`config.mk`:
```
export PLATFORM = sky130hd
export DESIGN_NAME = multi_button_pulser
export DESIGN_NICKNAME = d
export VERILOG_FILES = /design/src/rtl/multi_button_pulser.sv
export SDC_FILE = /design/constraint.sdc
export NUM_CORES = 1
export LEC_CHECK = 0
export ABC_AREA = 0
export CAP_MARGIN = 20
export CELL_PAD_IN_SITES_DETAIL_PLACEMENT = 0
export CELL_PAD_IN_SITES_GLOBAL_PLACEMENT = 2
export CORE_UTILIZATION = 35
export CTS_BUF_LIST = sky130_fd_sc_hd__clkbuf_4
export CTS_CLUSTER_DIAMETER = 40
export DETAILED_ROUTE_END_ITERATION = 10
export GPL_ROUTABILITY_DRIVEN = 0
export GPL_TIMING_DRIVEN = 0
export PLACE_DENSITY_LB_ADDON = 0.1
export SETUP_SLACK_MARGIN = 0.3
export SKIP_CTS_REPAIR_TIMING = 1
export SLEW_MARGIN = 25
export SYNTH_ARGS = -nofsm -noshare
export SYNTH_HDL_FRONTEND = slang
export SYNTH_SLANG_ARGS = --single-unit
```
`constraint.sdc`:
```
create_clock -name clk -period 1.2 [get_ports clk]
set_input_delay 0.24 -clock clk [delete_from_list [all_inputs] [get_ports clk]]
set_output_delay 0.24 -clock clk [all_outputs]
set_load 0.03 [all_outputs]
```
`src/rtl/multi_button_pulser.sv`:
```
// Per-channel button conditioner: 2-flop synchroniser, counter debouncer, one-cycle
// press pulse, and optional auto-repeat pulses while the debounced level stays high.
module multi_button_pulser #(
    parameter int CHANNELS        = 4,
    parameter int DEBOUNCE_CYCLES = 4,
    parameter int REPEAT_DELAY    = 16,
    parameter int REPEAT_PERIOD   = 4
) (
    input  logic                clk,
    input  logic                rst,
    input  logic [CHANNELS-1:0] pushed,
    input  logic                repeat_en,
    output logic [CHANNELS-1:0] pulse,
    output logic [CHANNELS-1:0] held
);

    localparam int DW = $clog2(DEBOUNCE_CYCLES + 1);
    localparam int RW = $clog2(REPEAT_DELAY + 1);

    localparam logic [DW-1:0] DB_LAST   = DW'(DEBOUNCE_CYCLES - 1);
    localparam logic [RW-1:0] RC_LAST   = RW'(REPEAT_DELAY - 1);
    localparam logic [RW-1:0] RC_REWIND = RW'(REPEAT_DELAY - REPEAT_PERIOD);

    genvar gi;
    generate
        for (gi = 0; gi < CHANNELS; gi++) begin : g_chan
            logic          r_s1;
            logic          r_s2;
            logic          r_held;
            logic          r_pulse;
            logic [DW-1:0] r_cnt;
            logic [RW-1:0] r_rc;
            logic          w_settle;
            logic          w_rise;
            logic          w_count;
            logic          w_rep_hit;

            assign w_settle  = (r_s2 != r_held) && (r_cnt == DB_LAST);
            assign w_rise    = w_settle && r_s2;
            assign w_count   = r_held && repeat_en;
            // Rewinding the counter instead of resetting it keeps every later
            // repeat exactly REPEAT_PERIOD apart without a second counter.
            assign w_rep_hit = w_count && (r_rc == RC_LAST);

            always_ff @(posedge clk) begin
                if (rst) begin
                    r_s1    <= 1'b0;
                    r_s2    <= 1'b0;
                    r_held  <= 1'b0;
                    r_pulse <= 1'b0;
                    r_cnt   <= '0;
                    r_rc    <= '0;
                end else begin
                    r_s1 <= pushed[gi];
                    r_s2 <= r_s1;

                    if (r_s2 == r_held) begin
                        r_cnt <= '0;
                    end else if (w_settle) begin
                        r_held <= r_s2;
                        r_cnt  <= '0;
                    end else begin
                        r_cnt <= r_cnt + DW'(1);
                    end

                    r_pulse <= w_rise | w_rep_hit;

                    if (!w_count) begin
                        r_rc <= '0;
                    end else if (w_rep_hit) begin
                        r_rc <= RC_REWIND;
                    end else begin
                        r_rc <= r_rc + RW'(1);
                    end
                end
            end

            assign pulse[gi] = r_pulse;
            assign held[gi]  = r_held;
        end
    endgenerate

endmodule

```
* Word-level counts from Yosys, hierarchy flattened
Cells that the tools add are included.
Storage, ports and cells: bits in read-only memories 0, memories kept 0, memory bits (writable) 0, bits in registers 48, latch bits 0
Cells by class: div/mod/pow operators 0, bitwise logic cells 12, shift operators 0, eq/ne operators 16, reduce and logical (&&, ||, !) cells 32, add/sub/neg operators 8, $lt $le $gt $ge 0, mux-type cells 4, multiply operators 0
Operators by type and width (number):
- OR reduction 3 bit | 8
- adder 5 x 1 -> 5 bit, second input constant | 4
- equality test 5 x 4 -> 1 bit, second input constant | 4
- logical AND 1 bit | 16
- two-way mux 4 bit | 4
- adder 3 x 1 -> 3 bit, second input constant | 4
- equality test 3 x 2 -> 1 bit, second input constant | 4
- NOT 1 bit | 8
- AND reduction 2 bit | 4
- OR reduction 2 bit | 4
- equality test 1 bit | 4
- inequality test 1 bit | 4
- OR 1 bit | 4

* Logic depth before layout (Yosys ltp)
depth in word-level cells 4, gate-level depth with buffers 5, depth with buffers taken out 5

* Worst setup path before layout
No wires, ideal clock.
path kind reg-to-reg, from register g_chan[0].r_rc[0], to register g_chan[0].r_rc[3], stages on the path, launching flop included 6, arrival time 1.240 ns, period minus slack after synthesis 1.367 ns, data required time 1.073 ns, path slack -0.167 ns, path through dfxtp_1 -> ha_1 -> and3_1 -> ha_1 -> a311oi_1 -> a211oi_1
On the way: cells in the longest elaborated chain, start to end 3, elaborated cells between the ends (all ways) 4, classes of those cells add/sub: 1; eq/ne: 1; mux: 1; reduce/logical: 1
RTL lines:
- from (decl) | RTL line 32 | logic [RW-1:0] r_rc;
- from (signal assigned) | RTL line 73 | r_rc <= r_rc + RW'(1);
- branches (longest 2 deep; another with adder 5 x 1 -> 5 bit)
- two-way mux 4 bit (*) | RTL line 70 | end else if (w_rep_hit) begin
Mark *: on every way between the ends. A chain may end at the register's enable or synchronous reset.

* Final worst setup path
from register g_chan[1].r_rc[1], to register g_chan[1].r_rc[3]
On the way: cells in the longest elaborated chain, start to end 3, elaborated cells between the ends (all ways) 4, classes of those cells add/sub: 1; eq/ne: 1; mux: 1; reduce/logical: 1
RTL lines (RTL line):
- from (decl) | 32
- from (signal assigned) | 73
- branches (longest 2 deep; another with adder 5 x 1 -> 5 bit)
- two-way mux 4 bit (*) | 70
Marked as above.

==> results_dict.tcl <==
set metrics [dict create \
    synth_top_area_share 0.504 \
    power_leakage_nw 0.998 \
    clock.fmax_ghz 0.771 \
    dp_hpwl_microns 2390 \
    synth.avg_cell_area_sq_um 10.8 \
    dpl_cell_area_sq_mm 0.00241 \
    place_ws_ns -0.432 \
    cts_made_buffers 5 \
    fin_area_sq_mm 0.00290 \
    netlist_area_sq_mm 0.00191 \
    grt_max_degree 13 \
    wl_per_cell_microns 13.2 \
    yosys_warnings 0 \
    crit_required_ns 1.44 \
    hold_ws_ns 0.257 \
    min_period_over_period 1.08 \
    drt_iter0_drc 24 \
    drv_slew 0 \
    drc 0 \
    path_cells "ha_4 > and3_4 > ha_4 > a311oi_2 > a211oi_2" \
    synthFlopType "dfxtp_1" \
    worst_slew_pin_slew_ns 0.323 \
    final_cells 286 \
    syn-num-nets 199 \
    cts_buffer_depth 2 \
    max_slew_margin 0.784 \
    cts_root_buf "clkbuf_4" \
    synth_top_area_cell "dfxtp_1" \
    start_util 0.369 \
    synth_edf_count 0 \
    critical_path.max_stage_delay_ns 0.38 \
    fp.dieArea_sq_mm 0.00575 \
    grt_usage 0.130 \
    grt_antenna_before_repair 0 \
    syn_to_final_growth_pct 52.0 \
    clock_latency_ns 0.34 \
    yosysSeqAreaShare 0.504 \
    setup_viol 5 \
    first_global_vias 1255 \
    dp.cells 259 \
    cts_max_level 2 \
    cts.clk_slew.worst_paths_ns 0.12 \
    p_total_w 0.00233 \
    status "finished with violations" \
    antenna_cells 0 \
    ir_drop_v 0.000659 \
    arrival_ns 1.53 \
    die_y_microns 75.8 \
    p_per_area_mw_per_mm2 803 \
    first_pass_iters 2 \
    worstSetupPathType "reg -> reg" \
    layout_setup_ws_ns -0.0962 \
    finalClockSkew_ns 0.00555 \
    vias 1374 \
    finalWirelength_microns 3780 \
    fin_crit_ns 1.30 \
    core_area_sq_mm 0.00517 \
    ys_types 24 \
    grt_pass1_wl_microns 5470 \
    hold_class "in -> reg" \
    final_common_cell "dfxtp_1" \
    cpMostUsedCell "ha_4" \
    async_flop_share 0 \
    endpoint_kind "flop" \
    cp_slowest_cell "dfxtp_4" \
    finalNetCount 241 \
    layout-drive-gt1-share 0.597 \
    vias_per_cell 4.80 \
    startpoint_type "flop" \
    rows 26 \
    io_pins 15 \
    rsz0062_at_grt "yes" \
    ant_nets 0 \
    clkSinkCount 48 \
    cts_tree "done" \
    ys_seq_elements 48 \
    grt_overflow 0 \
    cap_violations 0 \
    final_cell_mix "dfxtp_1 (27), buf_6 (20), buf_4 (20)" \
    die_width_microns 75.8 \
    violations "setup timing" \
    yosys-top-cells-area "dfxtp_1 (50%), ha_1 (10%), nor2b_1 (3.9%), xnor2_1 (3.7%), buf_4 (3.1%)" \
    hold_viol 0 \
    port-buffer-count 13 \
    cp_max_fo 7 \
    syn_inst 176 \
]
metrics by stage:
step	TNS, ns	util
6_report	-0.320	0.560
2_1_floorplan	-0.0335	-
5_1_grt	-1.07	0.560
3_3_place_gp	-12.61	0.467
3_5_place_dp	-13.29	0.467
4_1_cts	-5.13	0.474
logic make-up (layout without fill, tap and decap cells):
logic type	count (synthesis)	count (layout)	synth area share
AND/OR/NAND/NOR	60	60	0.210
flip-flops	48	48	0.504
buffers and inverters	24	64	0.0682
adder cells (fa/ha/maj)	16	16	0.105
AO/OA/AOI/OAI	16	16	0.0551
XOR/XNOR	8	8	0.0367
multiplexers	4	4	0.0210
layer usage:
layer | global-route usage | wire length, microns | vias to the layer above
met1 | 0.139 | 1440 | 662
met2 | 0.235 | 2200 | 13
met5 | 0 | 0 | -
met4 | 0.0556 | 61 | 0
met3 | 0.0397 | 83 | 5
li1 | - | - | 694
cell usage after synthesis (2+ instances only):
cell      number
nor4b_1        3
nor3_1         8
inv_1         12
nor3b_1        4
nor2_1         4
a311oi_1       4
dfxtp_1       48
buf_2          2
mux2i_1        4
ha_1          16
xnor2_1        8
nor4_1         7
buf_4          8
a211oi_1       4
nand3_1        4
nand3b_1       7
a21oi_1        8
and3_1         8
nor2b_1       12
critical path, delay by kind of cell (launching register included):
family / cells / cell delay [ns]
adders and majority gates: 2 / 0.35
DFF: 1 / 0.38
AOI/OAI and AO/OA: 2 / 0.31
and+or+nand+nor: 1 / 0.15
flip-flops by register name (all words and copies together) (netlist names):
signal,count
g_chan.r_rc,20
g_chan.r_cnt,12
g_chan.r_held,4
g_chan.r_pulse,4
g_chan.r_s1,4
g_chan.r_s2,4
layout make-up:
class                      instances  area, sq um
sequential                        48         1010
fill                             436         2270
tap                               70         87.6
inverter                          12         45.0
clock buffer                       5         37.5
timing repair buffer              35          330
buffer                            12          110
multi-input combinational        104         1270
report_power, final:
part	switching (W)	internal, W	total [W]
Combinational	0.0000432	0.0000476	0.0000908
Clock	0.000440	0.000197	0.000637
Sequential	0.0000138	0.00158	0.00160
final timing paths:
check,to,slack [ns],depth (start not counted),from
min,g_chan[2].r_pulse,0.26,3,repeat_en
min reg2reg,g_chan[0].r_cnt[0],0.44,1,g_chan[0].r_cnt[0]
max reg2reg,g_chan[1].r_rc[3],-0.1,5,g_chan[1].r_rc[1]
max,g_chan[1].r_rc[3],-0.1,5,g_chan[1].r_rc[1]
(Power assumes the default switching activity.)
